--- src/rtl/riscv_fetch.sv ---
// Instruction fetch stage: issues single-beat reads to instruction memory,
// tags returned words with their PC and queues them to decode in a small
// circular buffer. Taken branches flush the buffer and kill in-flight fetches.
module riscv_fetch #(
  parameter int unsigned PC_SIZE    = 32,
  parameter int unsigned INSTR_SIZE = 32,
  parameter int unsigned BUF_DEPTH  = 2
) (
  input  logic                  clk_i,
  input  logic                  reset_i,
  input  logic [PC_SIZE-1:0]    if_next_addr_w,
  input  logic                  branch_taken_w,
  output logic                  ird,
  output logic                  imem_req_o,
  output logic [PC_SIZE-1:0]    imem_addr_o,
  input  logic                  imem_ack_i,
  input  logic [INSTR_SIZE-1:0] imem_data_i,
  output logic                  id_valid_o,
  output logic [INSTR_SIZE-1:0] id_instr_o,
  output logic [PC_SIZE-1:0]    id_pc_o,
  input  logic                  id_ready_i
);

  localparam int unsigned PtrW = (BUF_DEPTH > 1) ? $clog2(BUF_DEPTH) : 1;
  localparam int unsigned CntW = $clog2(BUF_DEPTH + 1);

  typedef enum logic [1:0] {StIdle, StBusy, StKill} state_e;

  state_e                r_state;
  state_e                w_state_next;
  logic [CntW-1:0]       r_count;
  logic [CntW-1:0]       w_count_next;
  logic [PtrW-1:0]       r_rd_ptr;
  logic [PtrW-1:0]       r_wr_ptr;
  logic [PC_SIZE-1:0]    r_req_pc;
  logic [INSTR_SIZE-1:0] r_instr_mem [BUF_DEPTH];
  logic [PC_SIZE-1:0]    r_pc_mem    [BUF_DEPTH];

  logic w_can_issue;
  logic w_pop;
  logic w_push;
  logic w_issue;

  // Issue decision: the count after this cycle's pop/push/flush must leave room
  // for the word the new request will return.
  always_comb begin
    w_can_issue = (r_state == StIdle) || ((r_state == StBusy) && imem_ack_i);
    w_pop       = id_valid_o & id_ready_i & ~branch_taken_w;
    w_push      = (r_state == StBusy) & imem_ack_i & ~branch_taken_w;
    if (branch_taken_w) begin
      w_count_next = '0;
    end else begin
      w_count_next = r_count - CntW'(w_pop) + CntW'(w_push);
    end
    // Reset is async, so gate issue while it is held to keep req/ird low.
    w_issue = w_can_issue && (w_count_next < CntW'(BUF_DEPTH)) && !reset_i;
  end

  // Next-state logic for the outstanding-request tracker.
  always_comb begin
    w_state_next = r_state;
    unique case (r_state)
      StIdle: begin
        if (w_issue) w_state_next = StBusy;
      end
      StBusy: begin
        if (imem_ack_i) begin
          w_state_next = w_issue ? StBusy : StIdle;
        end else if (branch_taken_w) begin
          w_state_next = StKill;
        end
      end
      StKill: begin
        // The killed word is dropped; no issue in this cycle.
        if (imem_ack_i) w_state_next = StIdle;
      end
      default: w_state_next = StIdle;
    endcase
  end

  assign ird         = w_issue;
  assign imem_req_o  = w_issue;
  assign imem_addr_o = if_next_addr_w;
  assign id_valid_o  = (r_count != '0);
  assign id_instr_o  = r_instr_mem[r_rd_ptr];
  assign id_pc_o     = r_pc_mem[r_rd_ptr];

  // Control state: FSM, occupancy, pointers and the tag of the live request.
  always_ff @(posedge clk_i or posedge reset_i) begin
    if (reset_i) begin
      r_state  <= StIdle;
      r_count  <= '0;
      r_rd_ptr <= '0;
      r_wr_ptr <= '0;
      r_req_pc <= '0;
    end else begin
      r_state <= w_state_next;
      r_count <= w_count_next;
      if (w_issue) r_req_pc <= if_next_addr_w;
      if (branch_taken_w) begin
        r_rd_ptr <= '0;
        r_wr_ptr <= '0;
      end else begin
        if (w_pop)  r_rd_ptr <= r_rd_ptr + PtrW'(1);
        if (w_push) r_wr_ptr <= r_wr_ptr + PtrW'(1);
      end
    end
  end

  // Buffer storage; contents are only meaningful under the count, so no reset.
  always_ff @(posedge clk_i) begin
    if (w_push) begin
      r_instr_mem[r_wr_ptr] <= imem_data_i;
      r_pc_mem[r_wr_ptr]    <= r_req_pc;
    end
  end

endmodule
--- config.mk ---
export PLATFORM = sky130hd
export DESIGN_NAME = riscv_fetch
export DESIGN_NICKNAME = d
export VERILOG_FILES = /design/src/rtl/riscv_fetch.sv
export SDC_FILE = /design/constraint.sdc
export NUM_CORES = 1
export LEC_CHECK = 0
export ABC_AREA = 1
export BUFFER_PORTS_ARGS = -buffer_cell sky130_fd_sc_hd__buf_2
export CAP_MARGIN = 20
export CORE_ASPECT_RATIO = 0.9
export CORE_MARGIN = 3
export CORE_UTILIZATION = 53
export CTS_BUF_LIST = sky130_fd_sc_hd__clkbuf_16
export CTS_CLUSTER_DIAMETER = 100
export DETAILED_ROUTE_END_ITERATION = 8
export GPL_TIMING_DRIVEN = 0
export PLACE_DENSITY = 0.92
export REMOVE_ABC_BUFFERS = 1
export SETUP_SLACK_MARGIN = 0.05
export SLEW_MARGIN = 10
export SYNTH_ARGS = -nofsm -noshare
export SYNTH_HDL_FRONTEND = slang
export SYNTH_SLANG_ARGS = --single-unit
--- constraint.sdc ---
create_clock -name clk_i -period 5.6 [get_ports clk_i]
set_clock_uncertainty 0.15 [all_clocks]
set_input_delay 1.4 -clock clk_i [delete_from_list [all_inputs] [get_ports clk_i]]
set_output_delay 1.4 -clock clk_i [all_outputs]
set_load 0.01 [all_outputs]
==> reports/metrics.csv, run 1 <==
metric,value,unit
cts_buffers,17,
grt_max_degree,36,
cp-end-kind,output pin,
start_kind,primary input,
p_per_area,384.7,nW/um^2
via_per_inst,5.047,
insertion_delay,0.42,ns
io_buffers,167,
drive_gt1_frac,0.3043,
worstPathRequired,4.05,ns
regToRegEndpoint,r_state[0],
min_to,r_pc_mem[0][25],
seq_power_share,0.499,
worstRegToRegCells,9,
cts_root_buffer,clkbuf_16,
netlist_instances,551,
synth_seq_cells,166,
whs,0.3213,ns
overflow,0,
post_cts_buffers,0,
htree_levels,4,
cts_buffer_depth,2,
reg2reg_from,r_state[1],
max_stage_delay,0.40,ns
start_util,0.5562,
antenna_found_initial,0,
dr_wl_met2,6737,um
min_from,r_req_pc[25],
setup_viol,0,
finalMaxSlewViolations,0,
fin_nets,759,
period_needed,5.317,ns
avgSynthCellArea,11.82,sq um
whs_path_depth,0,
p_switching,762.6,uW
wl_met3,1276,um
tightest_slew,0.8909,ns
tritoncts,done,
gp_congestion,0.7348,
internal_power,2300,uW
vias,4320,
first_pass_iters,5,
critPathTopFamily,simple AND/OR/NAND/NOR gates,
row_count,37,
p_total,3062,uW
die_area,13660,sq um
hold_class,register to register,
routed.top_layer,met4,
final_cell_area,7960,sq um
ant_nets,0,
die_w,122.9,um
cts.clk_slew.worst_paths,0.06,ns
cp.arrival,3.77,ns
worstPathCellList,buf_2 > inv_1 > nand4_1 > ha_1 > inv_1 > ha_1 > nand3_1 > nand3_4 > nand2_8 > inv_1 > buf_2,
cp_max_fo,34,
io_pins,168,
place_ws,-0.1975,ns
met1_length,5364,um
area_growth,22.18,%
synth_seq_area_share,0.7359,
synth_cell_types,23,
power_frac_comb,0.125,
path_class,primary input to output pin,
min_period_over_period,0.9494,
ir_drop,0.3046,mV
drcViolationCount,0,
core_area,11710,sq um
first_global_vias,4419,
layout_setup_ws,0.2833,ns
cp_common_cell,inv_1,
worst_path_max_delay_cell,ha_1,
die_y,111.2,um
cp.buffers_inverters,5,
n_antenna_cell,0,
hold_violations,0,
swShare,0.2490,
maxCapViolCount,0,
grt_pass1_wl,21450,um
outcome,"finished, final reports clean",
clock-sinks,166,
routedWlPerCell,15.73,um
post_dp_cell_area,7356,sq um
wirelength,13470,um
clkPwrFrac,0.376,
rsz0062_at_grt,no,
synth_area,6515,sq um
ys_warn_count,0,
fin_tns_setup,0,ns
slew_headroom,0.4047,
power_leakage,0.003600,uW
rrSetupSlack,2.82,ns
dp_hpwl,8842,um
max_freq,188.1,MHz
detail_route.iter0.violations,308,
track_usage,0.2054,
cts_hold_buf,0,
## state kept, by name, indices dropped and copies added (netlist names)
name and count:
r_req_pc 32, r_pc_mem 64, r_state 2, r_rd_ptr 1, r_instr_mem 64, r_wr_ptr 1
r_count 2
## worst max path at each step
| stage | from | endpoint | slack [ns] | cells past startpoint |
|---|---|---|---|---|
| floorplan | branch_taken_w | r_instr_mem[0][0] | 0.61 | 3 |
| global placement | branch_taken_w | r_instr_mem[0][16] | -1.07 | 4 |
| detailed placement | branch_taken_w | ird | -0.20 | 11 |
| CTS | branch_taken_w | imem_req_o | 0.27 | 11 |
| global route | branch_taken_w | ird | 0.08 | 11 |
| finish | branch_taken_w | imem_req_o | 0.28 | 11 |
## per-layer routing
layer	vias up	GRT usage
met3	9	0.08469
met4	0	0.06194
met5	-	0
met1	2065	0.2366
li1	2067	-
met2	179	0.3483
## cells in the mapped netlist, drive strengths merged
library cell | number | area, sq um
a21oi | 1 | 5.000
buf | 51 | 357.9
clkbuf | 5 | 18.77
dfrtp | 38 | 950.9
edfxtp | 128 | 3844
ha | 2 | 25.02
inv | 13 | 48.79
nand2 | 262 | 991.0
nand3 | 37 | 190.2
nand3b | 1 | 7.510
nand4 | 2 | 12.51
nor2 | 5 | 26.27
o21ai | 4 | 23.77
o31ai | 1 | 7.510
or2 | 1 | 6.260
## per-stage QoR
stage	util	instances
after floorplan	-	495
after global placement	0.6121	818
after detailed placement	0.6280	825
after CTS	0.6796	856
after global routing	0.6796	856
final	0.6796	856
## layout make-up
type	count	area [sq um]
flip-flops and latches	166	4796
fillers	838	3752
multi-input cells	316	1326
repair buffers	174	1006
clock buffers	17	425.4
well taps	156	195.2
clock inverters	14	162.7
inverters	13	48.80
## layout by cell type (no fill, tap or decap)
| master | instances |
|---|---|
| nand3b_1 | 1 |
| inv_1 | 11 |
| ha_1 | 2 |
| clkbuf_16 | 17 |
| dfrtp_1 | 37 |
| bufinv_16 | 3 |
| buf_12 | 3 |
| nand3_4 | 1 |
| o21ai_2 | 1 |
| clkinv_2 | 2 |
| dfrtp_2 | 1 |
| o21ai_0 | 3 |
| inv_2 | 3 |
| nand3_1 | 36 |
| o31ai_1 | 1 |
| a21oi_1 | 1 |
| clkinv_1 | 2 |
| nand2_8 | 1 |
| buf_16 | 4 |
| nand2_1 | 261 |
| buf_2 | 167 |
| clkinvlp_4 | 1 |
| edfxtp_1 | 128 |
| nand4_1 | 2 |
| or2_2 | 1 |
| clkinv_4 | 5 |
| nor2_1 | 2 |
| nor2_4 | 3 |
## power groups by stage
| stage | Sequential [uW] | Combinational (uW) | Clock, uW |
|---|---|---|---|
| 6_report | 1530 | 382 | 1150 |
| 5_1_grt | 1540 | 431 | 1230 |
| 4_1_cts | 1530 | 391 | 1170 |
| 3_5_place_dp | 1550 | 386 | 0 |
| 3_3_place_gp | 1550 | 350 | 0 |
| 2_1_floorplan | 1540 | 199 | 0 |
## logic make-up (layout without fill, tap and decap cells)
logic type                 after synthesis  after routing  synth area share
and+or+nand+nor                        308            308            0.1894
adders and majority gates                2              2          0.003840
DFF                                    166            166            0.7359
buffers and inverters                   69            218           0.06530
AOI/OAI and AO/OA                        6              6          0.005569
## timing repair
item / 4_1_cts / 5_1_grt
gates resized for setup: 2 / 0
hold endpoints to repair: 0 / 0
setup endpoints to repair: 2 / 0
(Power assumes the default switching activity.)
==> run 2: changes to the inputs <==
- CORE_UTILIZATION: 53 -> 47
- PLACE_DENSITY: 0.92 -> 0.87
- clock period: 5.6 -> 4.5 ns (I/O delays scaled with it)
==> run 2 against run 1 <==
Net effect:
- sequential power up 24%
- via count down 2.2%
- sequential share of layout area down 0.49 points
- sequential cell count unchanged
- clock-buffer cell count unchanged
- combinational power up 27%
- wire length about the same
- cell count up 2.1%
- die area up 12%
- critical path depth unchanged
- cell area up 0.82%
- largest cell class unchanged
- highest routed layer unchanged
==> reports/metrics.csv, run 2 (synthesis results as in run 1) <==
metric,value,unit
cts_hold_buf,0,
dpl.cell_count,837,
worstRegToRegCells,12,
finish.utilization,0.5961,
hold_class,register to register,
routedWlPerCell,15.41,um
rsz0062_at_grt,no,
regToRegEndpoint,r_req_pc[9],
p_per_area,482.7,nW/um^2
clock-sinks,166,
cts_buffer_depth,2,
gp_congestion,0.7128,
drive_gt1_frac,0.3102,
insertion_delay,0.42,ns
outcome,"finished, final reports clean",
grt_pass1_wl,20770,um
cts.clk_slew.worst_paths,0.06,ns
min_from,r_req_pc[28],
area_growth,23.18,%
whs_path_depth,0,
first_pass_iters,4,
wirelength,13470,um
max_freq,233.4,MHz
cts_buffers,17,
cts_root_buffer,clkbuf_16,
cp-end-kind,output pin,
ant_nets,0,
tritoncts,done,
finalMaxSlewViolations,0,
vias,4225,
tightest_slew,0.9107,ns
reg2reg_from,r_count[1],
hold_violations,0,
io_pins,168,
ir_drop,0.3168,mV
fin_nets,765,
reg_top3,"r_instr_mem (64), r_pc_mem (64), r_req_pc (32)",
period_needed,4.285,ns
row_count,40,
start_util,0.4839,
n_antenna_cell,0,
first_global_vias,4256,
nFillCells,1069,
slew_headroom,0.3914,
die_w,130.1,um
htree_levels,4,
die_area,15310,sq um
detail_route.iter0.violations,164,
p_total,3873,uW
final_common_cell,nand2_1,
stdcell_count,874,
grt_max_degree,42,
overflow,0,
min_period_over_period,0.9522,
io_buffers,167,
path_class,primary input to output pin,
worstPathRequired,3.22,ns
die_y,117.7,um
core_area,13460,sq um
via_per_inst,4.834,
rrSetupSlack,1.71,ns
cp.arrival,3.01,ns
min_to,r_pc_mem[1][28],
mostFrequentLayoutCells,"nand2_1 (261), buf_2 (167), edfxtp_1 (128), dfrtp_1 (37), nand3_1 (36)",
start_kind,primary input,
antenna_found_initial,0,
whs,0.3206,ns
drcViolationCount,0,
dp_hpwl,8395,um
track_usage,0.1787,
cp_max_fo,17,
maxCapViolCount,0,
setup_viol,0,
power_leakage,0.003617,uW
-- run 2: timing repair --
action                                  in CTS  in global routing
endpoints found under the setup margin       2                  2
gates resized for setup                      2                  0
gates cloned                                 2                  0
buffers inserted                             1                  3
pin swaps                                    2                  1
-- run 2: stage by stage --
stage / setup TNS, ns / area, sq um / setup WS (ns)
after floorplan: -27.81 / 6138 / -0.2173
after global placement: -313.94 / 7184 / -1.886
after detailed placement: -1.415 / 7348 / -0.7076
after CTS: 0 / 8003 / 0.06833
after global routing: 0 / 8025 / 0.08640
final: 0 / 8025 / 0.2149
-- run 2: critical path, cell delays in order --
cell	delay [ns]
buf_2	0.13
inv_1	0.19
nand4_1	0.16
ha_1	0.31
inv_1	0.05
ha_1	0.19
nand3b_1	0.25
nand3_4	0.20
nand2_8	0.13
inv_1	0.13
buf_2	0.14
-- run 2: power breakdown --
part / internal [uW] / leakage (uW) / switching (uW)
Clock: 921 / 0.000293 / 563
Combinational: 179 / 0.00169 / 307
Sequential: 1820 / 0.00164 / 82.1
-- run 2: metal layers --
layer  vias up  global-route usage  share of wire
met1      1988              0.2059           0.41
met2       140              0.3147           0.51
met4         0             0.05390         0.0090
li1       2085                   -              -
met5         -                   0              0
met3        12             0.05626          0.068
-- run 2: layout make-up --
class	count	area, sq um	area share
tap	168	210.2	0.02619
multi-input combinational	318	1348	0.1679
sequential	166	4796	0.5976
clock inverter	14	183.9	0.02292
inverter	13	48.80	0.006080
timing repair buffer	178	1013	0.1263
clock buffer	17	425.4	0.05301
-- run 2: how the worst max path moves through the flow --
stage | from | end | slack, ns | cells past startpoint
2_1_floorplan | branch_taken_w | r_instr_mem[0][0] | -0.22 | 3
3_3_place_gp | branch_taken_w | r_instr_mem[1][26] | -1.89 | 4
3_5_place_dp | branch_taken_w | ird | -0.71 | 11
4_1_cts | branch_taken_w | ird | 0.07 | 11
5_1_grt | branch_taken_w | imem_req_o | 0.09 | 11
6_report | branch_taken_w | ird | 0.21 | 11
